<file path="src/rtl/cs_resolve_adder_if.sv">
// Handshake bundle between the compressor tree, the carry-save resolve adder
// and the normalisation stage.
interface cs_resolve_adder_if #(
  parameter int WIDTH = 48
);
  logic             in_valid;
  logic             in_ready;
  logic [WIDTH-1:0] sum_in;
  logic [WIDTH-1:0] carry_in;
  logic             out_valid;
  logic             out_ready;
  logic [WIDTH-1:0] result;
  logic             cout;
  logic             zero;

  modport master (
    output in_valid, sum_in, carry_in, out_ready,
    input  in_ready, out_valid, result, cout, zero
  );

  modport slave (
    input  in_valid, sum_in, carry_in, out_ready,
    output in_ready, out_valid, result, cout, zero
  );
endinterface

</file>
<file path="src/rtl/cs_resolve_adder.sv">
// Multi-cycle carry-propagate adder: resolves a carry-save (sum, carry) pair
// one SLICE-bit chunk per cycle, LSB slice first, with a registered carry.
module cs_resolve_adder #(
  parameter int WIDTH = 48,
  parameter int SLICE = 16
) (
  input  logic              clk,
  input  logic              rst,
  cs_resolve_adder_if.slave bus
);
  localparam int NSLICE = WIDTH / SLICE;
  localparam int KW     = (NSLICE > 1) ? $clog2(NSLICE) : 1;

  typedef enum logic [1:0] {IDLE, ADD, DONE} state_t;

  state_t           state;
  logic [KW-1:0]    k;
  logic [WIDTH-1:0] op_s;
  logic [WIDTH-1:0] op_c;
  logic             cr;
  logic [WIDTH-1:0] result_q;
  logic             cout_q;
  logic             zero_q;

  logic [SLICE:0]   slice_sum;
  logic [WIDTH-1:0] next_result;
  logic             accept;

  assign bus.in_ready  = (state == IDLE) | ((state == DONE) & bus.out_ready);
  assign bus.out_valid = (state == DONE);
  assign bus.result    = result_q;
  assign bus.cout      = cout_q;
  assign bus.zero      = zero_q;
  assign accept        = bus.in_valid & bus.in_ready;

  // next_result is the full result with the current slice merged in, so the
  // zero flag on the final slice sees every bit of the new value.
  always_comb begin
    slice_sum   = {1'b0, op_s[k*SLICE +: SLICE]} + {1'b0, op_c[k*SLICE +: SLICE]}
                + {{SLICE{1'b0}}, cr};
    next_result = result_q;
    next_result[k*SLICE +: SLICE] = slice_sum[SLICE-1:0];
  end

  always_ff @(posedge clk or posedge rst) begin
    if (rst) begin
      state    <= IDLE;
      k        <= '0;
      op_s     <= '0;
      op_c     <= '0;
      cr       <= 1'b0;
      result_q <= '0;
      cout_q   <= 1'b0;
      zero_q   <= 1'b0;
    end else begin
      case (state)
        IDLE, DONE: begin
          if (accept) begin
            op_s  <= bus.sum_in;
            op_c  <= bus.carry_in;
            cr    <= 1'b0;
            k     <= '0;
            state <= ADD;
          end else if (state == DONE && bus.out_ready) begin
            state <= IDLE;
          end
        end
        ADD: begin
          result_q <= next_result;
          cr       <= slice_sum[SLICE];
          if (k == KW'(NSLICE - 1)) begin
            cout_q <= slice_sum[SLICE];
            zero_q <= (next_result == '0) & ~slice_sum[SLICE];
            state  <= DONE;
          end else begin
            k <= k + KW'(1);
          end
        end
        default: state <= IDLE;
      endcase
    end
  end
endmodule
</file>
<file path="src/flat_wrapper.sv">
// flat-port wrapper written by rule: the top's interface ports become plain ports
module cs_resolve_adder_flat 
#(
  parameter int WIDTH = 48,
  parameter int SLICE = 16
)
  (clk, rst, bus_in_valid, bus_sum_in, bus_carry_in, bus_out_ready, bus_in_ready, bus_out_valid, bus_result, bus_cout, bus_zero);
  cs_resolve_adder_if #(.WIDTH(WIDTH)) bus_i ();
  input  logic clk;
  input  logic rst;
  input wire logic [$bits(bus_i.in_valid)-1:0] bus_in_valid;
  input wire logic [$bits(bus_i.sum_in)-1:0] bus_sum_in;
  input wire logic [$bits(bus_i.carry_in)-1:0] bus_carry_in;
  input wire logic [$bits(bus_i.out_ready)-1:0] bus_out_ready;
  output wire logic [$bits(bus_i.in_ready)-1:0] bus_in_ready;
  output wire logic [$bits(bus_i.out_valid)-1:0] bus_out_valid;
  output wire logic [$bits(bus_i.result)-1:0] bus_result;
  output wire logic [$bits(bus_i.cout)-1:0] bus_cout;
  output wire logic [$bits(bus_i.zero)-1:0] bus_zero;
  assign bus_i.in_valid = bus_in_valid;
  assign bus_i.sum_in = bus_sum_in;
  assign bus_i.carry_in = bus_carry_in;
  assign bus_i.out_ready = bus_out_ready;
  assign bus_in_ready = bus_i.in_ready;
  assign bus_out_valid = bus_i.out_valid;
  assign bus_result = bus_i.result;
  assign bus_cout = bus_i.cout;
  assign bus_zero = bus_i.zero;
  cs_resolve_adder #(.WIDTH(WIDTH), .SLICE(SLICE)) u_core (.clk(clk), .rst(rst), .bus(bus_i));
endmodule
</file>
<file path="config.mk">
export PLATFORM = sky130hd
export DESIGN_NAME = cs_resolve_adder_flat
export DESIGN_NICKNAME = d
export VERILOG_FILES = /design/src/rtl/cs_resolve_adder_if.sv /design/src/rtl/cs_resolve_adder.sv /design/src/flat_wrapper.sv
export SDC_FILE = /design/constraint.sdc
export NUM_CORES = 1
export LEC_CHECK = 0
export ABC_AREA = 1
export CORE_MARGIN = 2
export CORE_UTILIZATION = 50
export DETAILED_ROUTE_END_ITERATION = 12
export PLACE_DENSITY = 0.77
export SLEW_MARGIN = 20
export SYNTH_ARGS = -nofsm -noshare
export SYNTH_HDL_FRONTEND = slang
export SYNTH_SLANG_ARGS = --single-unit
</file>
<file path="constraint.sdc">
create_clock -name clk -period 8.25 [get_ports clk]
set_clock_uncertainty 0.05 [all_clocks]
set_input_delay 0.825 -clock clk [delete_from_list [all_inputs] [get_ports clk]]
set_output_delay 0.825 -clock clk [all_outputs]
set_load 0.02 [all_outputs]
</file>
# ---- Yosys cells after proc, flatten, opt, wreduce, memory -nomap -nowiden
# Cells that the tools add are included.
dict set report op_classes {
  addsub 4
  mul 0
  div 0
  magnitude_cmp 0
  eq_ne 7
  shift 4
  mux 10
  bitwise_logic 5
  n_reduce_logical 10
}
# operator n
set op_table {}
lappend op_table {{48-bit by 7-bit indexed part select with 16-bit output} 2}
lappend op_table {{48-bit bitwise mux} 1}
lappend op_table {{48-bit zero test} 1}
lappend op_table {{16-bit by 34-bit variable shift with 48-bit output (first input constant)} 1}
lappend op_table {{16-bit by 34-bit indexed part select with 48-bit output} 1}
lappend op_table {{6-bit negation with 34-bit output} 1}
lappend op_table {{16-bit by 16-bit adder with 17-bit output} 1}
lappend op_table {{17-bit by 1-bit adder with 17-bit output} 1}
lappend op_table {{2-bit 2-to-1 mux} 5}
lappend op_table {{2-bit case mux with 2 select lines} 2}
lappend op_table {{2-bit AND reduction} 4}
lappend op_table {{2-bit equality test (second input constant)} 2}
lappend op_table {{2-bit by 1-bit != test with 1-bit output (second input constant)} 2}
lappend op_table {{1-bit AND} 3}
lappend op_table {{3-bit by 1-bit != test with 1-bit output (second input constant)} 1}
lappend op_table {{3-bit AND reduction} 1}
lappend op_table {{2-bit by 1-bit adder with 2-bit output (second input constant)} 1}
lappend op_table {{2-bit by 1-bit equality test with 1-bit output (second input constant)} 1}
lappend op_table {{2-bit zero test} 1}
lappend op_table {{2-bit != test (second input constant)} 1}
lappend op_table {{1-bit case mux with 2 select lines} 1}
lappend op_table {{2-bit nonzero test} 1}
lappend op_table {{2-bit OR reduction} 1}
lappend op_table {{1-bit logical AND} 1}
lappend op_table {{3 further kinds} 3}
dict set report totals {
  register_bits 151
  latch_bits 0
  mem_bits_rw 0
  mem_bits_ro 0
  in_bits 100
  out_inout_bits 52
  wordCells 48
  mem_count 0
}

# ---- Longest topological paths before layout
dict set report logic_depth {
  depth_word 7
  depth_mapped 22
  mapped_depth_nobuf 20
}

# ---- Worst setup path before layout
# Ideal clock, no wire load.
dict set report synth_timing {
  path_type {reg-to-reg}
  startpoint {register u_core.k[0]}
  endpoint {register u_core.zero_q, in the netlist u_core.bus.zero}
  arrival_ns 2.923
  required_ns 8.125
  setup_slack_ns 5.202
  stages_incl_launch_ff 23
  n_path_buf 2
  period_less_slack_ns 3.048
  cell_sequence {dfrtp_1 > inv_2 > buf_6 > nand2_1 > clkbuf_1 > o22ai_1 > fa_1 > fa_1 > nand2_2 > nand2_2 > nand3_1 > nand2_1 > nand2_1 > nand2_2 > nand3_2 > nand2_1 > nor2_1 > nand2_1 > nor2_1 > nand2_1 > nor2_1 > nand2_1 > o21bai_2}
}
dict set report synth_between {
  elab_chain_cells 7
  elab_cells_between_ends 13
}
# element line
set synth_rtl {}
lappend synth_rtl {{start, declared} cs_resolve_adder.sv:17} ;# logic [KW-1:0] k;
lappend synth_rtl {{start signal, assigned} cs_resolve_adder.sv:76} ;# k <= k + KW'(1);
lappend synth_rtl {{48-bit by 7-bit indexed part select with 16-bit output} cs_resolve_adder.sv:39} ;# slice_sum = {1'b0, op_s[k*SLICE +: SLICE]} + {1'b0, op_c[k*SLICE +: SLICE]}
lappend synth_rtl {{16-bit by 16-bit adder with 17-bit output} cs_resolve_adder.sv:39}
lappend synth_rtl {{17-bit by 1-bit adder with 17-bit output} cs_resolve_adder.sv:40} ;# + {{SLICE{1'b0}}, cr};
lappend synth_rtl {{16-bit by 34-bit indexed part select with 48-bit output} cs_resolve_adder.sv:42} ;# next_result[k*SLICE +: SLICE] = slice_sum[SLICE-1:0];
lappend synth_rtl {{48-bit bitwise mux} cs_resolve_adder.sv:42}
lappend synth_rtl {{48-bit zero test} cs_resolve_adder.sv:73} ;# zero_q <= (next_result == '0) & ~slice_sum[SLICE];
lappend synth_rtl {{1-bit AND} cs_resolve_adder.sv:73}
lappend synth_rtl {{end signal, assigned} cs_resolve_adder.sv:73}
lappend synth_rtl {{end, declared} cs_resolve_adder.sv:23} ;# logic zero_q;
# Several ways; a longest one is shown, not always the timed one.
# A chain may end at the register's enable or synchronous reset.

# ---- Final worst setup path
# Ends and elaborated chain as after synthesis.

==> qor.txt <==
Crit path depth: 19
worst-margin pin slew: 0.9809 ns
CTS tree: yes
Setup crit start: u_core.k[0]
routability cong.: 0.9522
Top Family by Delay on Critical Path: simple AND/OR/NAND/NOR gates
Final TNS setup: 0 ns
CP max-delay cell: dfrtp_1
mapped cell area: 8299 um2
clk sinks: 151
Max Root-Sink Buffers: 2
drt total wl: 22280 um
Main synth FF type: dfrtp_1
synth unique cells: 31
Die X: 132.8 um
tightest hold margin: 0.4513 ns
synth-to-layout area growth: 26.61%
RSZ-0062 raised after global routing: false
number of global-route vias before repair: 7320
worst endpoint required time: 8.56 ns
post-synthesis sequential area ratio: 45.53%
Initial Util: 50.58%
Worst Reg-to-Reg Cells: 19
Period minus WS final: 3.900 ns
postcts setup bufs: 0
Antenna Cells: 0
worst skew pair latency: 0.43 ns
placed wire-length estimate: 16000 um
fin nets: 1303
I/O pin total: 152
outcome: complete, no violations
vias after detailed routing: 7606
antenna violations before repair: 0
crit-path max FO: 67
ys async rst share: 100.0%
YS warnings: 0
initial DRC count: 629
Reg clk slew, reported paths: 0.06 ns
WP buf/inv: 3
Avg Vias per Cell: 5.379
Residual DRC: 0
Max transition margin: 34.53%
startpoint class of the critical path: flop
crit end category: flop
Num CTS Buffers: 17
first-pass GRT wire length: 36490 um
CP most frequent cell: nor2_1
DR WL/cell: 15.76 um
maximum clock rate: 256.4 MHz
worst hold start: u_core.op_c[31]
CP Class: reg2reg
Post-Synthesis Cells: 1056
syn nets: 1178
Synth area leaders: dfrtp_1 (46%), nand2_1 (9.7%), mux2_2 (6.5%), nor2_1 (6.4%), inv_1 (5.5%)
Hold Vio Cnt, Final: 0
post-cts sizing count: 0
Critical Path, Cell by Cell: inv_2 -> buf_4 -> nor2_1 -> o22ai_1 -> fa_1 -> fa_1 -> nor2_1 -> inv_1 -> nand3_1 -> nor2_1 -> nor2_1 -> nand2_1 -> nor2_1 -> nand3_1 -> nor2_1 -> nand3_1 -> nor2_1 -> nand3_1 -> o21bai_2
Port Buf Inserts: 151
overflow left after global routing: 0
drt pass-1 iters: 5
pin count of the biggest net entering global routing: 94
share of cells above drive strength 1: 9.966%
register bit total from synthesis: 151
period utilisation layout: 47.28%
Hold-fix buffers, CTS: 0
Die Y-Extent: 132.8 um
Synth Area per Inst: 7.859 um2
Slew Limit Fails: 0
R2R Path Start: u_core.k[0]
max cap viols: 0
Setup violations, final: 0
min-delay worst type: reg2reg
antenna-violating nets left: 0
GRT Total Usage: 26.15%
Synth area leader: dfrtp_1
Clock Tree Root: clkbuf_16
share of the synthesized area in the top cell type: 45.53%
WP data arrival: 4.21 ns
CP max stage delay: 0.82 ns
H-tree lvl count: 4
hold depth: 1
full die area: 17650 um2
EDFF count, synth: 0
area of the core: 16410 um2
row cnt: 47
stage by stage:
step | area [um2] | instances | setup WS, ns | util (%)
2_1_floorplan | 8299 | 1056 | 3.310 | -
3_3_place_gp | 9927 | 1382 | 4.522 | 60.50
3_5_place_dp | 9927 | 1382 | 4.451 | 60.50
4_1_cts | 10510 | 1414 | 4.417 | 64.04
5_1_grt | 10510 | 1414 | 3.989 | 64.04
6_report | 10510 | 1414 | 4.350 | 64.04
sequential cells by signal, indices dropped and copies added (netlist names):
| name | cells |
|---|---|
| u_core.bus.zero | 1 |
| u_core.state | 2 |
| u_core.k | 2 |
| u_core.bus.cout | 1 |
| u_core.bus.result | 48 |
| u_core.cr | 1 |
| u_core.op_s | 48 |
| u_core.op_c | 48 |
final cells by class:
cell class / instances / area, um2
Multi-Input combinational cell: 728 / 3842
Fill cell: 1392 / 5899
Timing Repair Buffer: 156 / 1549
Clock inverter: 13 / 136.4
Tap cell: 220 / 275.3
Clock buffer: 19 / 442.9
Sequential cell: 151 / 3779
Inverter: 127 / 483.0
worst paths after layout:
check                      slack, ns                     to
min in group asynchronous       0.90         u_core.op_s[5]
hold / removal                  0.45        u_core.op_c[31]
hold reg to reg                 0.45        u_core.op_c[31]
setup reg to reg                4.35        u_core.bus.zero
setup / recovery                4.35        u_core.bus.zero
max in group asynchronous       6.00  u_core.bus.result[15]
cell usage after synthesis (all sizes together), types with 2 or more instances:
library cell and n:
fa 2, clkbuf 33, inv 126, mux2 48
o21ai 86, nand2 226, and2 3, nor2 145
nand3 72, a21oi 75, ha 20, nand4 12
o22ai 5, dfrtp 151, buf 17, a31oi 29
layer usage:
metal | global-route usage (%) | wire [um] | vias to the layer above
li1 | - | - | 3679
met1 | 36.67 | 10150 | 3555
met2 | 40.36 | 10160 | 318
met3 | 4.828 | 1352 | 54
met4 | 10.39 | 616 | 0
met5 | 0 | 0 | -
cell families (layout without fill, tap and decap cells):
group | after synthesis | count (layout) | share of synthesized area (%)
multiplexers | 48 | 48 | 6.513
AO/OA/AOI/OAI | 198 | 198 | 12.63
adder cells (fa/ha/maj) | 22 | 22 | 3.498
flip-flops | 151 | 151 | 45.53
buffers and inverters | 177 | 315 | 8.262
AND/OR/NAND/NOR | 460 | 460 | 23.56
cells in the final DEF, fill, tap and decap left out:
cell type and instances:
bufinv_16 1, a21o_1 1, and2_1 3, a21oi_1 74, inv_1 120, o21bai_2 1
clkdlybuf4s50_1 151, clkinvlp_4 3, clkinv_2 1, clkinv_1 1, nor2_1 142, buf_4 5
fa_1 2, a31oi_1 29, nand2_2 12, nand2_1 213, o21ai_0 83, clkinv_4 2
o21ai_1 3, nand4_1 12, inv_2 4, o21a_1 1, clkbuf_16 17, mux2_2 48
ha_1 20, nor2_2 3, dfrtp_1 151, nand3_2 8, a21oi_2 1, clkbuf_1 1
or2_4 1, nand3_1 63, nand2_4 1, inv_8 2, nor3_2 1, clkbuf_8 1
inv_6 6, o22ai_1 5, nand3_4 1
Power is left out: the tool's default activity adds up to more than one toggle a clock period on the data nets, which glitch-free logic cannot reach.
